`config.mk`:
```
export PLATFORM = sky130hd
export DESIGN_NAME = memstream_rd
export DESIGN_NICKNAME = d
export VERILOG_FILES = /design/src/rtl/memstream_pkg.sv /design/src/rtl/memstream_fifo.sv /design/src/rtl/memstream_rd.sv
export SDC_FILE = /design/constraint.sdc
export NUM_CORES = 1
export LEC_CHECK = 0
export ABC_AREA = 1
export BUFFER_PORTS_ARGS = -buffer_cell sky130_fd_sc_hd__buf_2
export CORE_UTILIZATION = 36
export CTS_BUF_LIST = sky130_fd_sc_hd__clkbuf_8
export DETAILED_ROUTE_END_ITERATION = 16
export PLACE_DENSITY_LB_ADDON = 0.2
export SLEW_MARGIN = 20
export SYNTH_ARGS = -nofsm -noshare
export SYNTH_HDL_FRONTEND = slang
export SYNTH_SLANG_ARGS = --single-unit
```
`constraint.sdc`:
```
create_clock -name clk -period 6.8 [get_ports clk]
set_input_delay 1.36 -clock clk [delete_from_list [all_inputs] [get_ports clk]]
set_output_delay 1.36 -clock clk [all_outputs]
set_load 0.02 [all_outputs]
```
`src/rtl/memstream_pkg.sv`:
```
// Shared types and constants for the weight-RAM stream reader and its RAM wrapper.
package memstream_pkg;

    typedef enum logic [1:0] {
        IDLE  = 2'd0,
        RUN   = 2'd1,
        DRAIN = 2'd2
    } state_t;

    localparam int RAM_RD_LATENCY = 2;

    // Width able to hold any credit value 0..depth inclusive.
    function automatic int credit_width(input int depth);
        return $clog2(depth + 1);
    endfunction

endpackage

```
`src/rtl/memstream_fifo.sv`:
```
// Small synchronous FIFO with fall-through output; dout reads zero while empty.
module memstream_fifo #(
    parameter int WIDTH = 19,
    parameter int DEPTH = 4,
    parameter int CW    = 3
) (
    input  logic             clk,
    input  logic             aresetn,
    input  logic             push,
    input  logic [WIDTH-1:0] din,
    input  logic             pop,
    output logic [WIDTH-1:0] dout,
    output logic [CW-1:0]    count,
    output logic             full,
    output logic             empty
);

    localparam int PW = $clog2(DEPTH);

    logic [WIDTH-1:0] mem [DEPTH];
    logic [PW-1:0]    wr_ptr_reg;
    logic [PW-1:0]    rd_ptr_reg;
    logic [CW-1:0]    count_reg;
    logic             do_push;
    logic             do_pop;

    assign full    = (count_reg == CW'(DEPTH));
    assign empty   = (count_reg == '0);
    assign do_push = push && !full;
    assign do_pop  = pop && !empty;

    always_ff @(posedge clk) begin
        if (do_push) begin
            mem[wr_ptr_reg] <= din;
        end
    end

    // Pointers wrap naturally because DEPTH is a power of two.
    always_ff @(posedge clk or negedge aresetn) begin
        if (!aresetn) begin
            wr_ptr_reg <= '0;
            rd_ptr_reg <= '0;
            count_reg  <= '0;
        end else begin
            if (do_push) begin
                wr_ptr_reg <= wr_ptr_reg + 1'b1;
            end
            if (do_pop) begin
                rd_ptr_reg <= rd_ptr_reg + 1'b1;
            end
            case ({do_push, do_pop})
                2'b10:   count_reg <= count_reg + 1'b1;
                2'b01:   count_reg <= count_reg - 1'b1;
                default: count_reg <= count_reg;
            endcase
        end
    end

    assign dout  = empty ? '0 : mem[rd_ptr_reg];
    assign count = count_reg;

endmodule

```
`src/rtl/memstream_rd.sv`:
```
// Streams RAM words START_ADDR..END_ADDR onto AXI-Stream using credit-based issue.
// Define MEMSTREAM_RD_LOOP_EN to wrap back to START_ADDR and stream indefinitely.
module memstream_rd
    import memstream_pkg::*;
#(
    parameter int DWIDTH     = 18,
    parameter int AWIDTH     = 10,
    parameter int START_ADDR = 0,
    parameter int END_ADDR   = 2**AWIDTH - 1,
    parameter int FIFO_DEPTH = 4
) (
    input  logic              clk,
    input  logic              aresetn,
    input  logic              start,
    output logic              busy,
    output logic              done,
    output logic [AWIDTH-1:0] mem_addr,
    input  logic [DWIDTH-1:0] mem_rdq,
    output logic [DWIDTH-1:0] m_axis_tdata,
    output logic              m_axis_tvalid,
    input  logic              m_axis_tready,
    output logic              m_axis_tlast
);

    localparam int                CW      = credit_width(FIFO_DEPTH);
    localparam logic [AWIDTH-1:0] START_A = AWIDTH'(START_ADDR);
    localparam logic [AWIDTH-1:0] END_A   = AWIDTH'(END_ADDR);
    localparam logic [CW:0]       DEPTH_C = (CW+1)'(FIFO_DEPTH);

    state_t                    state_reg, state_next;
    logic [AWIDTH-1:0]         addr_reg, addr_next;
    logic [CW-1:0]             outstanding_reg, outstanding_next;
    logic                      done_reg, done_next;
    logic [RAM_RD_LATENCY-1:0] vld_reg;
    logic [RAM_RD_LATENCY-1:0] last_reg;

    logic              issue;
    logic              issue_last;
    logic              credit_ok;
    logic              push;
    logic              pop;
    logic [DWIDTH:0]   fifo_dout;
    logic [CW-1:0]     fifo_count;
    logic              fifo_full;
    logic              fifo_empty;

    assign push       = vld_reg[RAM_RD_LATENCY-1];
    assign pop        = m_axis_tvalid && m_axis_tready;
    assign issue_last = (addr_reg == END_A);
    // Reserve a FIFO slot for every read in flight so RAM data is never dropped.
    assign credit_ok  = !fifo_full &&
                        (({1'b0, outstanding_reg} + {1'b0, fifo_count}) < DEPTH_C);

    always_comb begin
        state_next = state_reg;
        addr_next  = addr_reg;
        issue      = 1'b0;
        done_next  = 1'b0;
        case (state_reg)
            IDLE: begin
                if (start) begin
                    state_next = RUN;
                    addr_next  = START_A;
                end
            end
            RUN: begin
                if (credit_ok) begin
                    issue = 1'b1;
                    if (issue_last) begin
`ifdef MEMSTREAM_RD_LOOP_EN
                        addr_next  = START_A;
`else
                        state_next = DRAIN;
`endif
                    end else begin
                        addr_next = addr_reg + 1'b1;
                    end
                end
            end
            DRAIN: begin
                if (pop && fifo_dout[DWIDTH] && (outstanding_reg == '0) &&
                    (fifo_count == CW'(1))) begin
                    state_next = IDLE;
                    done_next  = 1'b1;
                end
            end
            default: state_next = IDLE;
        endcase
`ifdef MEMSTREAM_RD_LOOP_EN
        done_next = pop && fifo_dout[DWIDTH];
`endif
    end

    always_comb begin
        outstanding_next = outstanding_reg;
        case ({issue, push})
            2'b10:   outstanding_next = outstanding_reg + 1'b1;
            2'b01:   outstanding_next = outstanding_reg - 1'b1;
            default: outstanding_next = outstanding_reg;
        endcase
    end

    always_ff @(posedge clk or negedge aresetn) begin
        if (!aresetn) begin
            state_reg       <= IDLE;
            addr_reg        <= START_A;
            outstanding_reg <= '0;
            done_reg        <= 1'b0;
            vld_reg         <= '0;
            last_reg        <= '0;
        end else begin
            state_reg       <= state_next;
            addr_reg        <= addr_next;
            outstanding_reg <= outstanding_next;
            done_reg        <= done_next;
            vld_reg         <= {vld_reg[RAM_RD_LATENCY-2:0], issue};
            last_reg        <= {last_reg[RAM_RD_LATENCY-2:0], issue && issue_last};
        end
    end

    memstream_fifo #(
        .WIDTH (DWIDTH + 1),
        .DEPTH (FIFO_DEPTH),
        .CW    (CW)
    ) u_fifo (
        .clk     (clk),
        .aresetn (aresetn),
        .push    (push),
        .din     ({last_reg[RAM_RD_LATENCY-1], mem_rdq}),
        .pop     (pop),
        .dout    (fifo_dout),
        .count   (fifo_count),
        .full    (fifo_full),
        .empty   (fifo_empty)
    );

    assign busy          = (state_reg != IDLE);
    assign done          = done_reg;
    assign mem_addr      = addr_reg;
    assign m_axis_tvalid = !fifo_empty;
    assign m_axis_tdata  = fifo_dout[DWIDTH-1:0];
    assign m_axis_tlast  = fifo_dout[DWIDTH];

endmodule

```
==> results_dict.tcl <==
set metrics [dict create \
    htree_levels 3 \
    setup_viol 0 \
    grt_overflow_total 0 \
    post-route-min-period_ns 4.23 \
    synth-compound-area-share_pct 7.97 \
    clk_latency_ns 0.37 \
    tightest_slew_ns 0.814 \
    nets 510 \
    synth.distinct_cells 25 \
    cts_tree "done" \
    hold_ws_ns 0.356 \
    grt_start_max_net_pins 41 \
    area_growth_pct 14.6 \
    critical_path_arrival_ns 2.87 \
    period_share_pct 62.2 \
    cp_cell_sequence "clkinv_1 -> nor2_1 -> o21ai_0 -> a21oi_1 -> buf_2" \
    yosysWarningCount 0 \
    placementRows 40 \
    start_util_pct 37.2 \
    peakVddDrop_v 0.000191 \
    die_x_um 114 \
    relSlewSlack_pct 45.8 \
    final_cell_area_sq_um 5160 \
    grt_use_total_pct 15.0 \
    hpwl_um 5570 \
    wl_per_cell_um 13.7 \
    ant_nets 0 \
    drive_above_1_share_pct 17.5 \
    synth_nets 456 \
    synth_cells 420 \
    num_io_pins 54 \
    setup_tns_ns 0 \
    synthAdderAreaFrac_pct 4.06 \
    drt-initial-drc-count 209 \
    largest_register "u_fifo.mem" \
    cts_root_buf "clkbuf_8" \
    leakage_uw 0.00207 \
    drcViolationCount 0 \
    end_kind "primary output" \
    cts_hold_buffers 0 \
    rsz0062_at_grt "false" \
    wl_um 8890 \
    status "finished clean" \
    powerDensity_nw_per_um2 427 \
    viasPerCell 4.59 \
    vias 2969 \
    synth_mux_area_share_pct 0 \
    cp-start-kind "flip-flop" \
    num_antenna_cells 0 \
    place_area_sq_um 4950 \
    path_max_fanout 21 \
    antenna_found_initial 1 \
    required_ns 5.44 \
    grt_pass1_vias 2963 \
    place_congestion 0.799 \
    fp.dieH_um 114 \
    cts_sinks 103 \
    cts.clk_slew.worst_paths_ns 0.10 \
    cap_violations 0 \
    crit_type "reg -> out" \
    cts.path.max_buffers 2 \
    grt_pass1_wl_um 14600 \
    synth-simple-area-share_pct 14.8 \
    cts_buffers 9 \
    crit_path_max_incr_delay_ns 0.88 \
    post_cts_buffers 0 \
    io_buffers 53 \
    avgSynthCellArea_sq_um 10.7 \
    die_area_sq_um 13000 \
    cpMaxStageDelayCell "dfrtp_1" \
    fin_skew_ns 0.00890 \
    hold_path_class "reg -> reg" \
    largest_reg_flops 76 \
    synthXorXnorAreaFrac_pct 2.72 \
    ctsResizeCount 0 \
    dr.pass1.iters 4 \
    drv_slew 0 \
    synth_top_family_by_area "simple AND/OR/NAND/NOR gates" \
    synth_seq_cells 103 \
    fmax_ghz 0.236 \
    seq_area_frac_synth_pct 65.7 \
    core_sq_um 12100 \
    hold_viol 0 \
    syn_area_sq_um 4500 \
]
## final timing paths
kind / startpoint / endpoint / slack (ns) / cells past startpoint
max in group asynchronous: aresetn / outstanding_reg[2] / 5.38 / 1
min reg2reg: vld_reg[0] / vld_reg[1] / 0.36 / 0
min: vld_reg[0] / vld_reg[1] / 0.36 / 0
min in group asynchronous: aresetn / mem_addr[9] / 0.99 / 1
max reg2reg: u_fifo.rd_ptr_reg[1] / state_reg[0] / 4.15 / 8
max: u_fifo.rd_ptr_reg[1] / m_axis_tdata[4] / 2.57 / 5
## cell usage after synthesis
master,instances,area (sq um)
nand3_1,10,50.1
buf_6,1,11.3
o21ai_0,40,200
dfrtp_1,27,676
inv_2,4,15.0
ha_1,13,163
xor2_1,9,78.8
buf_2,7,35.0
o31ai_1,1,7.51
a21oi_1,21,105
o21ai_1,6,30.0
nand4_1,5,31.3
edfxtp_1,76,2280
nor2_2,2,12.5
clkbuf_1,5,18.8
clkinv_1,2,7.51
nor2_1,102,383
inv_1,34,128
xnor2_1,5,43.8
nand2_2,1,6.26
or2_2,1,6.26
a21oi_4,1,16.3
fa_1,1,20.0
nor3_1,4,20.0
nand2_1,42,158
## layout by cell type (no fill, tap or decap)
cell	netlist	final
a21oi_1	21	21
a21oi_4	1	1
buf_2	7	53
buf_4	0	3
bufinv_16	0	1
clkbuf_8	0	10
clkinv_1	2	2
clkinv_2	0	1
dfrtp_1	27	27
edfxtp_1	76	76
fa_1	1	1
ha_1	13	13
inv_1	34	35
inv_2	4	4
inv_6	0	2
inv_8	0	1
nand2_1	42	42
nand2_2	1	1
nand3_1	10	10
nand4_1	5	5
nor2_1	102	98
nor2_2	2	4
nor2_4	0	2
nor3_1	4	4
o21ai_0	40	40
o21ai_1	6	6
o31ai_1	1	1
or2_2	1	1
xnor2_1	5	5
xor2_1	9	9
## cell type report
class	instances	area, sq um
fill	1206	6950
tap	168	210
sequential	103	2960
multi-input combinational	264	1350
inverter	40	150
timing repair buffer	56	288
clock inverter	6	67.6
clock buffer	10	138
## critical path: cells and delay by family, from the launching register on
kind / cells / cell delay (ns)
buffers and inverters: 2 / 1.05
AO/OA/AOI/OAI: 2 / 0.31
AND/OR/NAND/NOR: 1 / 0.25
flip-flops: 1 / 0.88
## metal layers
metal	global-route usage (%)	share of wire, %	vias up
met5	0	0.090	-
met4	3.12	0.85	2
met3	5.37	4.8	12
met2	25.9	48	54
met1	18.0	46	1393
li1	-	-	1508
## stage by stage
stage	worst slack (ns)	power (uW)	instances	utilization, %
after floorplan	3.71	1560	420	-
final	2.57	2200	647	42.6
after global routing	2.24	2380	647	42.6
after global placement	2.97	1820	631	40.8
after detailed placement	2.88	1840	631	40.8
after CTS	2.45	2240	647	42.5
## cells by family (layout without fill, tap and decap cells)
| group | after synthesis | in the layout |
|---|---|---|
| AO/OA/AOI/OAI | 69 | 69 |
| XOR/XNOR | 14 | 14 |
| adder cells (fa/ha/maj) | 14 | 14 |
| buffers and inverters | 53 | 112 |
| flip-flops | 103 | 103 |
| AND/OR/NAND/NOR | 167 | 167 |
## power breakdown
part           leakage [uW]  total, uW  switching [uW]  internal [uW]
sequential          0.00103        868            87.8            780
combinational      0.000927        944             637            307
clock              0.000110        390             207            184
(Power assumes the default switching activity.)
